--- src/rtl/lc3_datapath_memif_if.sv ---
// Memory-side bus of the LC-3 datapath.
// The datapath drives requests (master), the memory subsystem answers (slave).
interface lc3_datapath_memif_if #(
    parameter int WIDTH = 16
);
    logic             mem_req;
    logic             mem_we;
    logic [WIDTH-1:0] mem_addr;
    logic [WIDTH-1:0] mem_wdata;
    logic [WIDTH-1:0] mem_rdata;
    logic             mem_ack;

    modport master (
        output mem_req, mem_we, mem_addr, mem_wdata,
        input  mem_rdata, mem_ack
    );

    modport slave (
        input  mem_req, mem_we, mem_addr, mem_wdata,
        output mem_rdata, mem_ack
    );
endinterface

--- src/rtl/lc3_datapath_memif.sv ---
// LC-3 datapath with a registered MAR/MDR memory handshake engine,
// sticky timeout error, bus-conflict detection and a reset vector.
module lc3_datapath_memif #(
    parameter int               WIDTH       = 16,
    parameter int               MEM_TIMEOUT = 15,
    parameter logic [WIDTH-1:0] RESET_PC    = 'h3000
) (
    input  logic             Clk,
    input  logic             Reset,
    input  logic [3:0]       GATE,
    input  logic [6:0]       LD,
    input  logic [3:0]       MUXSEL,
    input  logic [1:0]       PCMUX,
    input  logic [1:0]       ADDR2MUX,
    input  logic [1:0]       ALUK,
    input  logic             MEM_START,
    input  logic             MEM_WE,
    output logic             MEM_BUSY,
    output logic             MEM_DONE,
    output logic             MEM_ERR,
    lc3_datapath_memif_if.master mem,
    output logic             BUS_CONFLICT,
    output logic             BEN_OUT,
    output logic [2:0]       NZP,
    output logic [WIDTH-1:0] MAR,
    output logic [WIDTH-1:0] MDR,
    output logic [WIDTH-1:0] IR,
    output logic [WIDTH-1:0] PC
);
    typedef enum logic [1:0] {IDLE, REQ, DONE} mstate_t;

    localparam logic [7:0] TMO = 8'(MEM_TIMEOUT);

    mstate_t          state, state_nx;
    logic [7:0]       timer, timer_inc;
    logic             timeout, rd_done;
    logic [WIDTH-1:0] regs [8];
    logic [2:0]       dr, sr1;
    logic [WIDTH-1:0] sr1_val, alu_b, alu_out;
    logic [WIDTH-1:0] addr1, addr2, adder, bus, pc_inc;
    logic [WIDTH-1:0] sext5, sext6, sext9, sext11;
    logic             bus_n, bus_z;
    logic             unused_ir;

    assign sext5     = {{(WIDTH-5){IR[4]}}, IR[4:0]};
    assign sext6     = {{(WIDTH-6){IR[5]}}, IR[5:0]};
    assign sext9     = {{(WIDTH-9){IR[8]}}, IR[8:0]};
    assign sext11    = {{(WIDTH-11){IR[10]}}, IR[10:0]};
    assign unused_ir = ^IR[WIDTH-1:12];

    // Register selects, ALU, address adder and the gated bus
    always_comb begin
        dr      = MUXSEL[3] ? 3'd7 : IR[11:9];
        sr1     = MUXSEL[2] ? IR[8:6] : IR[11:9];
        sr1_val = regs[sr1];
        alu_b   = MUXSEL[1] ? sext5 : regs[IR[2:0]];
        unique case (ALUK)
            2'd0: alu_out = sr1_val + alu_b;
            2'd1: alu_out = sr1_val & alu_b;
            2'd2: alu_out = ~sr1_val;
            2'd3: alu_out = sr1_val;
        endcase
        unique case (ADDR2MUX)
            2'd0: addr2 = '0;
            2'd1: addr2 = sext6;
            2'd2: addr2 = sext9;
            2'd3: addr2 = sext11;
        endcase
        addr1  = MUXSEL[0] ? sr1_val : PC;
        adder  = addr1 + addr2;
        pc_inc = PC + 1'b1;
        BUS_CONFLICT = (GATE & (GATE - 4'd1)) != 4'd0;
        case (GATE)
            4'b1000: bus = MDR;
            4'b0100: bus = PC;
            4'b0010: bus = adder;
            4'b0001: bus = alu_out;
            default: bus = '0;
        endcase
        bus_n = bus[WIDTH-1];
        bus_z = bus == '0;
    end

    // Memory engine next state and status outputs
    always_comb begin
        state_nx     = state;
        MEM_BUSY     = state != IDLE;
        MEM_DONE     = state == DONE;
        mem.mem_req  = state == REQ;
        timer_inc    = timer + 8'd1;
        timeout      = (state == REQ) && !mem.mem_ack && (timer_inc == TMO);
        rd_done      = (state == REQ) && mem.mem_ack && !mem.mem_we;
        case (state)
            IDLE:    if (MEM_START) state_nx = REQ;
            REQ:     if (mem.mem_ack || timeout) state_nx = DONE;
            DONE:    state_nx = IDLE;
            default: state_nx = IDLE;
        endcase
    end

    // Memory engine state register
    always_ff @(posedge Clk) begin
        if (Reset) state <= IDLE;
        else       state <= state_nx;
    end

    // Access latches, timeout timer and sticky error
    always_ff @(posedge Clk) begin
        if (Reset) begin
            timer         <= '0;
            MEM_ERR       <= 1'b0;
            mem.mem_we    <= 1'b0;
            mem.mem_addr  <= '0;
            mem.mem_wdata <= '0;
        end else begin
            if (state == IDLE && MEM_START) begin
                mem.mem_addr  <= MAR;
                mem.mem_wdata <= MDR;
                mem.mem_we    <= MEM_WE;
                timer         <= '0;
            end
            if (state == REQ) timer <= timer_inc;
            if (timeout) MEM_ERR <= 1'b1;
        end
    end

    // Architectural registers, register file and condition codes
    always_ff @(posedge Clk) begin
        if (Reset) begin
            PC      <= RESET_PC;
            MAR     <= '0;
            MDR     <= '0;
            IR      <= '0;
            NZP     <= 3'b010;
            BEN_OUT <= 1'b0;
            for (int i = 0; i < 8; i++) regs[i] <= '0;
        end else begin
            if (LD[6]) MAR <= bus;
            if (rd_done)    MDR <= mem.mem_rdata;
            else if (LD[5]) MDR <= bus;
            if (LD[4]) IR <= bus;
            if (LD[3]) begin
                unique case (PCMUX)
                    2'd0: PC <= pc_inc;
                    2'd1: PC <= bus;
                    2'd2: PC <= adder;
                    2'd3: PC <= PC;
                endcase
            end
            if (LD[2] && !BUS_CONFLICT)
                NZP <= {bus_n, bus_z, !bus_n && !bus_z};
            if (LD[1]) BEN_OUT <= |(IR[11:9] & NZP);
            if (LD[0]) regs[dr] <= bus;
        end
    end
endmodule
--- src/flat_wrapper.sv ---
// flat-port wrapper written by rule: the top's interface ports become plain ports
module lc3_datapath_memif_flat 
#(
    parameter int               WIDTH       = 16,
    parameter int               MEM_TIMEOUT = 15,
    parameter logic [WIDTH-1:0] RESET_PC    = 'h3000
)
  (Clk, Reset, GATE, LD, MUXSEL, PCMUX, ADDR2MUX, ALUK, MEM_START, MEM_WE, MEM_BUSY, MEM_DONE, MEM_ERR, BUS_CONFLICT, BEN_OUT, NZP, MAR, MDR, IR, PC, mem_mem_req, mem_mem_we, mem_mem_addr, mem_mem_wdata, mem_mem_rdata, mem_mem_ack);
  lc3_datapath_memif_if #(.WIDTH(WIDTH)) mem_i ();
  input  logic Clk;
  input  logic Reset;
  input  logic [3:0] GATE;
  input  logic [6:0] LD;
  input  logic [3:0] MUXSEL;
  input  logic [1:0] PCMUX;
  input  logic [1:0] ADDR2MUX;
  input  logic [1:0] ALUK;
  input  logic MEM_START;
  input  logic MEM_WE;
  output logic MEM_BUSY;
  output logic MEM_DONE;
  output logic MEM_ERR;
  output logic BUS_CONFLICT;
  output logic BEN_OUT;
  output logic [2:0] NZP;
  output logic [WIDTH-1:0] MAR;
  output logic [WIDTH-1:0] MDR;
  output logic [WIDTH-1:0] IR;
  output logic [WIDTH-1:0] PC;
  output wire logic [$bits(mem_i.mem_req)-1:0] mem_mem_req;
  output wire logic [$bits(mem_i.mem_we)-1:0] mem_mem_we;
  output wire logic [$bits(mem_i.mem_addr)-1:0] mem_mem_addr;
  output wire logic [$bits(mem_i.mem_wdata)-1:0] mem_mem_wdata;
  input wire logic [$bits(mem_i.mem_rdata)-1:0] mem_mem_rdata;
  input wire logic [$bits(mem_i.mem_ack)-1:0] mem_mem_ack;
  assign mem_mem_req = mem_i.mem_req;
  assign mem_mem_we = mem_i.mem_we;
  assign mem_mem_addr = mem_i.mem_addr;
  assign mem_mem_wdata = mem_i.mem_wdata;
  assign mem_i.mem_rdata = mem_mem_rdata;
  assign mem_i.mem_ack = mem_mem_ack;
  lc3_datapath_memif #(.WIDTH(WIDTH), .MEM_TIMEOUT(MEM_TIMEOUT), .RESET_PC(RESET_PC)) u_core (.Clk(Clk), .Reset(Reset), .GATE(GATE), .LD(LD), .MUXSEL(MUXSEL), .PCMUX(PCMUX), .ADDR2MUX(ADDR2MUX), .ALUK(ALUK), .MEM_START(MEM_START), .MEM_WE(MEM_WE), .MEM_BUSY(MEM_BUSY), .MEM_DONE(MEM_DONE), .MEM_ERR(MEM_ERR), .mem(mem_i), .BUS_CONFLICT(BUS_CONFLICT), .BEN_OUT(BEN_OUT), .NZP(NZP), .MAR(MAR), .MDR(MDR), .IR(IR), .PC(PC));
endmodule
--- config.mk ---
export PLATFORM = sky130hd
export DESIGN_NAME = lc3_datapath_memif_flat
export DESIGN_NICKNAME = d
export VERILOG_FILES = /design/src/rtl/lc3_datapath_memif_if.sv /design/src/rtl/lc3_datapath_memif.sv /design/src/flat_wrapper.sv
export SDC_FILE = /design/constraint.sdc
export NUM_CORES = 1
export LEC_CHECK = 0
export BUFFER_PORTS_ARGS = -buffer_cell sky130_fd_sc_hd__buf_2
export CORE_AREA = 3 3 177 179
export DETAILED_ROUTE_END_ITERATION = 10
export DIE_AREA = 0 0 180 182
export PLACE_DENSITY = 0.69
export SYNTH_ARGS = -nofsm -noshare
export SYNTH_HDL_FRONTEND = slang
export SYNTH_SLANG_ARGS = --single-unit
--- constraint.sdc ---
create_clock -name Clk -period 5.75 [get_ports Clk]
set_clock_uncertainty 0.15 [all_clocks]
set_input_delay 0.575 -clock Clk [delete_from_list [all_inputs] [get_ports Clk]]
set_output_delay 0.575 -clock Clk [all_outputs]
set_load 0.03 [all_outputs]
==> results.sh, run 1 <==
export IMPL_ys_ff_latch=243
export IMPL_syn_area_sq_um=14890
export IMPL_netlist_instances=1713
export IMPL_cts_root_buffer_cell="clkbuf_16"
export IMPL_post_cts_buffers=0
export IMPL_yosys_area_top_type_share=0.2582
export IMPL_ys_flop_type="edfxtp_1"
export IMPL_grt_pass1_wl_mm=77.67
export IMPL_clk_latency_ps=560
export IMPL_ctsLongestPathBuffers=3
export IMPL_worstSetupPathType="register to register"
export IMPL_r2r_start="u_core.IR[7]"
export IMPL_synth_top_family_by_area="simple AND/OR/NAND/NOR gates"
export IMPL_synth_compound_area_share=0.1935
export IMPL_drive_above_1_share=0.1745
export IMPL_post_cts_resized=0
export IMPL_core_sq_um=29720
export IMPL_synth_async_reset_ratio=0
export IMPL_worst_pin_slew_ps=1287
export IMPL_irDropWorstVdd_mv=0.2310
export IMPL_critPathCapture="u_core.NZP[1]"
export IMPL_cellInternalPower_mw=3.351
export IMPL_ys_seq_area_frac=0.4128
export IMPL_drv_slew=0
export IMPL_synth_xor_area_frac=0.02412
export IMPL_syn_to_final_growth_pct=14.67
export IMPL_switching_power_mw=1.516
export IMPL_layout_worst_path_cycle_share=0.9392
export IMPL_synth_cell_type_count=84
export IMPL_muxShareOfSynthArea=0.08438
export IMPL_htree_levels=1
export IMPL_nets=1903
export IMPL_via_per_inst=6.273
export IMPL_setup_slack_ps=349.5
export IMPL_slew_headroom=0.1421
export IMPL_critPathLaunchType="register"
export IMPL_tns_ps=0
export IMPL_avgSynthCellArea_sq_um=8.691
export IMPL_crit_required_ps=6090
export IMPL_fp_dieH_microns=182
export IMPL_p_per_area_nw_per_um2=285.0
export IMPL_final_area_sq_um=17070
export IMPL_pwr_share_clk=0.371
export IMPL_worst_setup_path_end_kind="register"
export IMPL_critPathMaxFanout=12
export IMPL_r2r_end="u_core.NZP[1]"
export IMPL_drt_first_pass_iters=5
export IMPL_boundaryPins=148
export IMPL_final_setup_viol_count=0
export IMPL_sw_frac_of_total=0.3114
export IMPL_fmax_mhz=185.2
export IMPL_yosys_top_cells_area="edfxtp_1 26%, dfxtp_1 15%, nor2_1 7.1%, nand2_1 5.3%, a21oi_1 4.6%"
export IMPL_holdWs_ps=68.52
export IMPL_dp_hpwl_mm=35.91
export IMPL_grt_pass1_vias=13120
export IMPL_path_clk_slew_ps=60
export IMPL_dieArea_sq_um=32760
export IMPL_wl_mm=51.44
export IMPL_p_seq_frac=0.408
export IMPL_drc=0
export IMPL_grt_max_degree=86
export IMPL_grt_ovfl_total=0
export IMPL_leakage_nw=6.790
export IMPL_portBuffers=147
export IMPL_rsz0062_at_grt="false"
export IMPL_initial_core_util=0.5010
export IMPL_wl_per_cell_microns=22.99
export IMPL_synth_largest_area_cell="edfxtp_1"
export IMPL_globalplace_congestion=1.005
export IMPL_ant_nets=0
export IMPL_synth_edff_count=128
export IMPL_die_w_microns=180
export IMPL_rr_worst_depth=19
export IMPL_post_route_min_period_ps=5401
export IMPL_cts_hold_buf=0
export IMPL_place_area_sq_um=16140
export IMPL_yosys_area_share_simple=0.2004
export IMPL_preCtsSetupSlack_ps=159.3
export IMPL_cts_tree="yes"
export IMPL_power_frac_comb=0.221
export IMPL_worst_ep_arrival_time_ps=5740
export IMPL_synthAdderAreaFrac=0.03479
export IMPL_r2r_setup_slack_ps=350
export IMPL_synth_nets=1792
export IMPL_ys_warn_count=0
export IMPL_antenna_found_initial=2
export IMPL_min_path_type="input port to register"
export IMPL_p_total_mw=4.866
export IMPL_final_hold_viol_count=0
export IMPL_grt_use_total=0.3012
export IMPL_clock_sinks=243
export IMPL_startpoint="u_core.IR[7]"
export IMPL_status="complete, no violations"
export IMPL_cts_buffers=27
export IMPL_rows=63
export IMPL_vias=14040
export IMPL_maxCapViolCount=0
export IMPL_drtIter0Drc=1780
## placed cells by master (no fill, tap or decap), types with 15 or more instances in the layout
| master | synthesis | routed |
|---|---|---|
| nor2_1 | 280 | 280 |
| nand2_1 | 212 | 212 |
| buf_2 | 18 | 146 |
| a21oi_1 | 138 | 138 |
| edfxtp_1 | 128 | 128 |
| dfxtp_1 | 115 | 113 |
| buf_4 | 2 | 66 |
| a211oi_1 | 61 | 60 |
| mux2i_1 | 57 | 55 |
| o21ai_0 | 53 | 53 |
| inv_1 | 52 | 52 |
| ha_1 | 35 | 35 |
| nand3_1 | 34 | 34 |
| nand2b_1 | 32 | 32 |
| nor2b_1 | 32 | 32 |
| xnor2_1 | 29 | 29 |
| clkbuf_16 | 0 | 28 |
| a31oi_1 | 29 | 26 |
| mux4_2 | 24 | 24 |
| a22oi_1 | 23 | 23 |
| nor3_1 | 22 | 22 |
| o22ai_1 | 17 | 17 |
| and3_1 | 15 | 15 |
## metrics by stage
step / utilization / instances
finish: 0.5745 / 2238
global route: 0.5744 / 2237
CTS: 0.5739 / 2235
detailed placement: 0.5431 / 2185
global placement: 0.5431 / 2185
floorplan: - / 1713
## area by class of cell
class,count,area [sq um]
Antenna cell,3,7.507
Clock buffer,33,719.4
Clock inverter,17,196.4
Fill cell,2672,12640
Inverter,53,198.9
Multi-Input combinational cell,1286,8068
Sequential cell,243,6148
Tap cell,390,488.0
Timing Repair Buffer,213,1246
## state kept, by name, summed over array words and instances (netlist names), named ones only
| signal | cells |
|---|---|
| u_core.IR | 16 |
| u_core.BEN_OUT | 1 |
| u_core.mem.mem_we | 1 |
| u_core.MAR | 16 |
| u_core.timer | 8 |
| u_core.MEM_ERR | 1 |
| u_core.MDR | 16 |
| u_core.mem.mem_wdata | 16 |
| u_core.mem.mem_addr | 16 |
| u_core.NZP | 3 |
| u_core.regs | 128 |
| u_core.state | 2 |
| u_core.PC | 16 |
## synth_stat cells, drive strengths merged (5+ instances only)
cell type	number
nor2	280
nand2	212
a21oi	138
edfxtp	128
dfxtp	115
clkbuf	100
a211oi	61
mux2i	58
o21ai	55
inv	53
ha	35
nand3	34
nand2b	32
nor2b	32
buf	31
a31oi	30
xnor2	29
mux4	24
a22oi	23
nor3	22
o22ai	17
and3	15
a21o	13
xor2	12
mux2	11
and2	10
a311oi	9
o31ai	9
nand4	8
o221ai	8
or2	7
or3	7
a211o	5
a221o	5
a221oi	5
nor4	5
o211ai	5
o21bai	5
## power by group through the flow
stage	Combinational, mW	Clock [mW]	Sequential [mW]
global placement	1.03	0	2.02
finish	1.07	1.81	1.99
floorplan	0.666	0	2.05
CTS	1.05	1.82	1.98
global route	1.15	1.89	1.99
detailed placement	1.05	0	2.02
## metal layers
layer / track usage / share of wire
met1: 0.4165 / 0.41
met3: 0.06891 / 0.11
met5: 0 / 0
met2: 0.4676 / 0.45
met4: 0.1037 / 0.033
## logic make-up (layout without fill, tap and decap cells)
kind of cell | count (synthesis) | after routing
XOR/XNOR | 41 | 41
adder cells (fa/ha/maj) | 41 | 41
flip-flops | 243 | 243
AO/OA/AOI/OAI | 433 | 433
buffers and inverters | 184 | 316
AND/OR/NAND/NOR | 678 | 678
other | 0 | 3
multiplexers | 93 | 93
## worst max-delay path: stages (launching register included)
cell and delay (ps):
dfxtp_1 690, nand2_1 360, o22ai_1 260, a21oi_1 130, o32a_2 460, a21oi_1 190, ha_1 300, nor2b_1 150
o21ai_0 210, a21oi_1 130, a211oi_1 300, buf_4 190, o21bai_1 80, a41oi_1 240, xor2_1 220, o21ai_0 160
a211oi_2 360, nand4_1 210, nor4_2 370, a221o_1 200
## how the worst min path moves through the flow
stage | slack (ps) | startpoint | depth (start not counted) | end
2_1_floorplan | 350 | u_core.timer[7] | 2 | u_core.timer[7]
3_3_place_gp | 290 | u_core.mem.mem_wdata[9] | 2 | u_core.mem.mem_wdata[9]
5_1_grt | 60 | LD[1] | 2 | u_core.BEN_OUT
3_5_place_dp | 290 | u_core.mem.mem_wdata[8] | 2 | u_core.mem.mem_wdata[8]
6_report | 70 | LD[1] | 2 | u_core.BEN_OUT
4_1_cts | 50 | LD[1] | 2 | u_core.BEN_OUT
No activity file was read; power rests on OpenSTA's default activity.
==> run 2, diff against run 1 <==
CELL_PAD_IN_SITES_DETAIL_PLACEMENT = 0   (was not set)
CELL_PAD_IN_SITES_GLOBAL_PLACEMENT = 2   (was not set)
CORE_AREA = 3 3 184 231   (was 3 3 177 179)
DIE_AREA = 0 0 187 234   (was 0 0 180 182)
PLACE_DENSITY = not set   (was 0.69)
PLACE_DENSITY_LB_ADDON = 0.1   (was not set)
==> results.sh, run 2 (synthesis gave the netlist of run 1 again) <==
export IMPL_status="complete, no violations"
export IMPL_max_stage_delay_ps=560
export IMPL_final_area_sq_um=17380
export IMPL_min_path_type="input port to register"
export IMPL_drv_slew=0
export IMPL_r2r_end="u_core.regs[7][15]"
export IMPL_crit_chain="buf_4 > a21boi_0 > mux2i_1 > a21o_1 > a32oi_1 > o21ai_0 > mux2_2 > ha_1 > a21oi_1 > o22ai_1 > nor4_1 > o31ai_1 > a41o_1 > a21oi_1 > o21ai_0 > xnor2_1 > o21ai_0 > a31oi_2 > buf_4 > nor2_1"
export IMPL_p_per_area_nw_per_um2=281.2
export IMPL_wl_mm=59.59
export IMPL_preCtsSetupSlack_ps=84.59
export IMPL_rr_worst_depth=20
export IMPL_switching_power_mw=1.580
export IMPL_path_clk_slew_ps=70
export IMPL_fp_dieH_microns=234
export IMPL_antenna_found_initial=0
export IMPL_place_area_sq_um=16460
export IMPL_path_delay_family="compound AO/OA/AOI/OAI gates"
export IMPL_final_cell_mix="280 x nor2_1, 212 x nand2_1, 146 x buf_2"
export IMPL_p_seq_frac=0.408
export IMPL_dp_hpwl_mm=43.64
export IMPL_final_hold_viol_count=0
export IMPL_grt_use_total=0.2629
export IMPL_rows=82
export IMPL_diodes=0
export IMPL_final_common_cell="nor2_1"
export IMPL_cellInternalPower_mw=3.306
export IMPL_layout_worst_path_cycle_share=0.9281
export IMPL_r2r_start="u_core.IR[7]"
export IMPL_portBuffers=147
export IMPL_vias=13630
export IMPL_globalplace_congestion=0.8837
export IMPL_fmax_mhz=187.4
export IMPL_rsz0062_at_grt="false"
export IMPL_irDropWorstVdd_mv=0.1825
export IMPL_holdWs_ps=43.60
export IMPL_sw_frac_of_total=0.3234
export IMPL_worstSetupPathDepth=20
export IMPL_critPathLaunchType="register"
export IMPL_via_per_inst=5.660
export IMPL_clock_sinks=243
export IMPL_htree_levels=1
export IMPL_slew_headroom=0.1732
export IMPL_pwr_share_clk=0.366
export IMPL_slowest_stage="dfxtp_1"
export IMPL_tns_ps=0
export IMPL_p_total_mw=4.886
export IMPL_leakage_nw=6.868
export IMPL_crit_top_cell="o21ai_0"
export IMPL_top_register="u_core.regs"
export IMPL_grt_max_degree=67
export IMPL_startpoint="u_core.IR[7]"
export IMPL_cts_tree="yes"
export IMPL_post_route_min_period_ps=5336
export IMPL_critPathMaxFanout=10
export IMPL_clk_latency_ps=580
export IMPL_cp_buffers_inverters=2
export IMPL_maxCapViolCount=0
export IMPL_ant_nets=0
export IMPL_worst_pin_slew_ps=1240
export IMPL_boundaryPins=148
export IMPL_largest_reg_flops=128
export IMPL_crit_required_ps=5900
export IMPL_drc=0
export IMPL_worstSetupPathType="register to register"
export IMPL_syn_to_final_growth_pct=16.72
export IMPL_grt_pass1_wl_mm=87.21
export IMPL_drive_above_1_share=0.1847
export IMPL_setup_slack_ps=413.7
export IMPL_power_frac_comb=0.226
export IMPL_dieArea_sq_um=43760
export IMPL_wl_per_cell_microns=24.75
export IMPL_worst_setup_path_end_kind="register"
export IMPL_core_sq_um=40320
export IMPL_final_setup_viol_count=0
export IMPL_r2r_setup_slack_ps=410
export IMPL_drt_first_pass_iters=5
export IMPL_critPathCapture="u_core.regs[7][15]"
export IMPL_cts_buffers=28
export IMPL_cts_hold_buf=0
export IMPL_cts_root_buffer_cell="clkbuf_16"
export IMPL_ctsLongestPathBuffers=3
export IMPL_worst_ep_arrival_time_ps=5480
export IMPL_nets=1919
export IMPL_grt_ovfl_total=0
export IMPL_initial_core_util=0.3692
export IMPL_drtIter0Drc=1051
export IMPL_grt_pass1_vias=13100
export IMPL_die_w_microns=187
## run 2: cell count changes in the layout (fill, tap and decap cells not counted), moves of 2 or more
cell | previous run | this run
bufinv_16 | 4 | 1
diode_2 | 3 | 0
clkinv_1 | 4 | 2
clkbuf_8 | 0 | 3
buf_4 | 66 | 81
## run 2: per-stage QoR
step / utilization / std cells
finish: 0.4310 / 2408
global route: 0.4310 / 2408
CTS: 0.4308 / 2408
detailed placement: 0.4083 / 2356
global placement: 0.4083 / 2356
floorplan: - / 1713
## run 2: timing repair
action | CTS | global route
buffers inserted | 0 | 0
resized for setup | 0 | 1
setup endpoints to repair | 0 | 2
## run 2: final cells by class
class                      instances  area [sq um]
clock buffer                      38         790.8
tap                              546         683.2
multi-input combinational       1286          8079
timing repair buffer             228          1359
sequential                       243          6147
inverter                          53         198.9
fill                            4089         22940
clock inverter                    14         118.9
## run 2: worst min path at each step
| stage | startpoint | to | slack, ps | cells after the start |
|---|---|---|---|---|
| after floorplan | u_core.timer[7] | u_core.timer[7] | 350 | 2 |
| after global placement | u_core.mem.mem_addr[15] | u_core.mem.mem_addr[15] | 290 | 2 |
| after detailed placement | u_core.mem.mem_wdata[11] | u_core.mem.mem_wdata[11] | 300 | 2 |
| after CTS | LD[1] | u_core.BEN_OUT | 20 | 2 |
| after global routing | LD[1] | u_core.BEN_OUT | 40 | 2 |
| final | LD[1] | u_core.BEN_OUT | 40 | 2 |
## run 2: worst reg2reg max path, delay by kind of cell (launching register included)
kind	cells	cell delay, ps
compound gates	12	2400
flops	1	560
buf+inv	2	510
mux	2	490
simple gates	2	400
fa+ha+maj	1	290
xor+xnor	1	260
## run 2: routing by layer
layer,track usage,vias to the layer above,part of all wire,wire length [microns]
li1,-,6432,-,-
met1,0.3463,6699,0.44,25950
met2,0.4531,405,0.49,28910
met3,0.02437,94,0.041,2473
met4,0.09596,0,0.038,2258
met5,0,-,0,0
## run 2: power by group through the flow
| stage | clock network, mW | registers [mW] | logic (mW) |
|---|---|---|---|
| after floorplan | 0 | 2.05 | 0.666 |
| after global placement | 0 | 2.03 | 1.10 |
| after detailed placement | 0 | 2.03 | 1.10 |
| after CTS | 1.82 | 1.99 | 1.10 |
| after global routing | 1.89 | 2.00 | 1.20 |
| final | 1.79 | 1.99 | 1.11 |
==> run 3, diff against run 2 <==
RECOVER_POWER = 50   (was not set)
==> results.sh, run 3 (synthesis gave the netlist of run 1 again) <==
export IMPL_core_sq_um=40320
export IMPL_cts_buffers=28
export IMPL_boundaryPins=148
export IMPL_grt_max_degree=67
export IMPL_dp_cells=2356
export IMPL_cp_buffers_inverters=2
export IMPL_crit_chain="buf_4 > a21boi_0 > mux2i_1 > a21o_1 > a32oi_1 > o21ai_0 > mux2_2 > ha_1 > a21oi_1 > o22ai_1 > nor4_1 > o31ai_1 > a41o_1 > a21oi_1 > o21ai_0 > xnor2_1 > o21ai_0 > a31oi_2 > buf_4 > nor2_1"
export IMPL_violations="max-capacitance violations, max-slew violations"
export IMPL_final_area_sq_um=17220
export IMPL_max_stage_delay_ps=550
export IMPL_register_area_sq_um=6147
export IMPL_critPathLaunchType="register"
export IMPL_utilization=0.4272
export IMPL_antenna_found_initial=0
export IMPL_largest_reg_flops=128
export IMPL_dieArea_sq_um=43760
export IMPL_cts_root_buffer_cell="clkbuf_16"
export IMPL_clk_latency_ps=580
export IMPL_multi_input_area_sq_um=8079
export IMPL_grt_pass1_wl_mm=87.21
export IMPL_crit_top_cell="o21ai_0"
export IMPL_drive_above_1_share=0.1251
export IMPL_die_w_microns=187
export IMPL_nets=1919
export IMPL_clock_sinks=243
export IMPL_via_per_inst=5.676
export IMPL_wl_mm=59.55
export IMPL_setup_slack_ps=401.5
export IMPL_layout_worst_path_cycle_share=0.9302
export IMPL_path_clk_slew_ps=70
export IMPL_final_setup_viol_count=0
export IMPL_r2r_setup_slack_ps=400
export IMPL_syn_to_final_growth_pct=15.69
export IMPL_status="finished with violations"
export IMPL_hold_start="LD[1]"
export IMPL_final_hold_viol_count=0
export IMPL_globalplace_congestion=0.8837
export IMPL_dp_hpwl_mm=43.64
export IMPL_worstSetupPathType="register to register"
export IMPL_path_delay_family="compound AO/OA/AOI/OAI gates"
export IMPL_initial_core_util=0.3692
export IMPL_drv_slew=38
export IMPL_rr_worst_depth=20
export IMPL_vias=13670
export IMPL_fp_dieH_microns=234
export IMPL_ctsLongestPathBuffers=3
export IMPL_rsz0062_at_grt="false"
export IMPL_num_fill_cells=4136
export IMPL_tns_ps=0
export IMPL_worst_ep_arrival_time_ps=5470
export IMPL_post_cts_buffers=0
export IMPL_leakage_nw=6.430
export IMPL_grt_use_total=0.2629
export IMPL_portBuffers=147
export IMPL_irDropWorstVdd_mv=0.1813
export IMPL_slowest_stage="dfxtp_1"
export IMPL_grt_pass1_vias=13100
export IMPL_htree_levels=1
export IMPL_hold_path_end="u_core.BEN_OUT"
export IMPL_top_register="u_core.regs"
export IMPL_critPathMaxFanout=10
export IMPL_worst_setup_path_end_kind="register"
export IMPL_grt_ovfl_total=0
export IMPL_preCtsSetupSlack_ps=84.59
export IMPL_maxCapViolCount=1
export IMPL_drtIter0Drc=1075
export IMPL_cts_tree="yes"
export IMPL_r2r_start="u_core.IR[7]"
export IMPL_ant_nets=0
export IMPL_worst_pin_slew_ps=1848
export IMPL_slew_headroom=-0.2321
export IMPL_holdPathStages=2
export IMPL_p_per_area_nw_per_um2=282.6
export IMPL_final_cell_mix="280 x nor2_1, 212 x nand2_1, 138 x a21oi_1"
export IMPL_final_common_cell="nor2_1"
export IMPL_wl_per_cell_microns=24.73
export IMPL_r2r_end="u_core.regs[7][15]"
export IMPL_drt_first_pass_iters=5
export IMPL_rows=82
export IMPL_crit_required_ps=5880
export IMPL_fmax_mhz=187.0
export IMPL_diodes=0
export IMPL_drc=0
export IMPL_place_area_sq_um=16460
export IMPL_min_path_type="input port to register"
export IMPL_post_route_min_period_ps=5349
export IMPL_final_cells=2408
## run 3: timing repair
action                     4_1_cts  5_1_grt
hold buffers                     0        0
resized for setup                0        1
setup endpoints to repair        0        2
## run 3: stage by stage
stage	hold slack [ps]	total power [mW]
5_1_grt	36.86	5.077
6_report	44.95	4.867
3_5_place_dp	295.5	3.127
2_1_floorplan	352.6	2.719
3_3_place_gp	289.7	3.126
4_1_cts	19.21	4.917
## run 3: layout make-up
class	count	area share
inverter	53	0.01155
clock buffer	38	0.04591
tap	546	0.03966
clock inverter	14	0.006901
sequential	243	0.3569
multi-input combinational	1286	0.4691
timing repair buffer	228	0.07003
## run 3: worst max path at each step
stage,start,endpoint,slack [ps],depth (start not counted)
final,u_core.IR[7],u_core.regs[7][15],400,20
after floorplan,MUXSEL[2],u_core.NZP[1],470,23
after detailed placement,MUXSEL[2],u_core.regs[7][15],80,20
after global placement,MUXSEL[2],u_core.NZP[1],150,20
after CTS,u_core.IR[7],u_core.NZP[1],430,19
after global routing,u_core.IR[9],u_core.NZP[1],20,23
## run 3: metal layers
metal  global-route usage  share of wire  vias to the layer above  routed length (microns)
met5                    0              0                        -                        0
met4              0.09596          0.038                        0                     2279
met3              0.02437          0.043                       95                     2570
li1                     -              -                     6436                        -
met2               0.4531           0.48                      400                    28810
met1               0.3463           0.43                     6737                    25890
## run 3: where the power goes
group	switching (mW)	internal, mW
registers	0.0906	1.90
clock network	0.766	1.01
logic	0.717	0.377
total	1.57	3.29
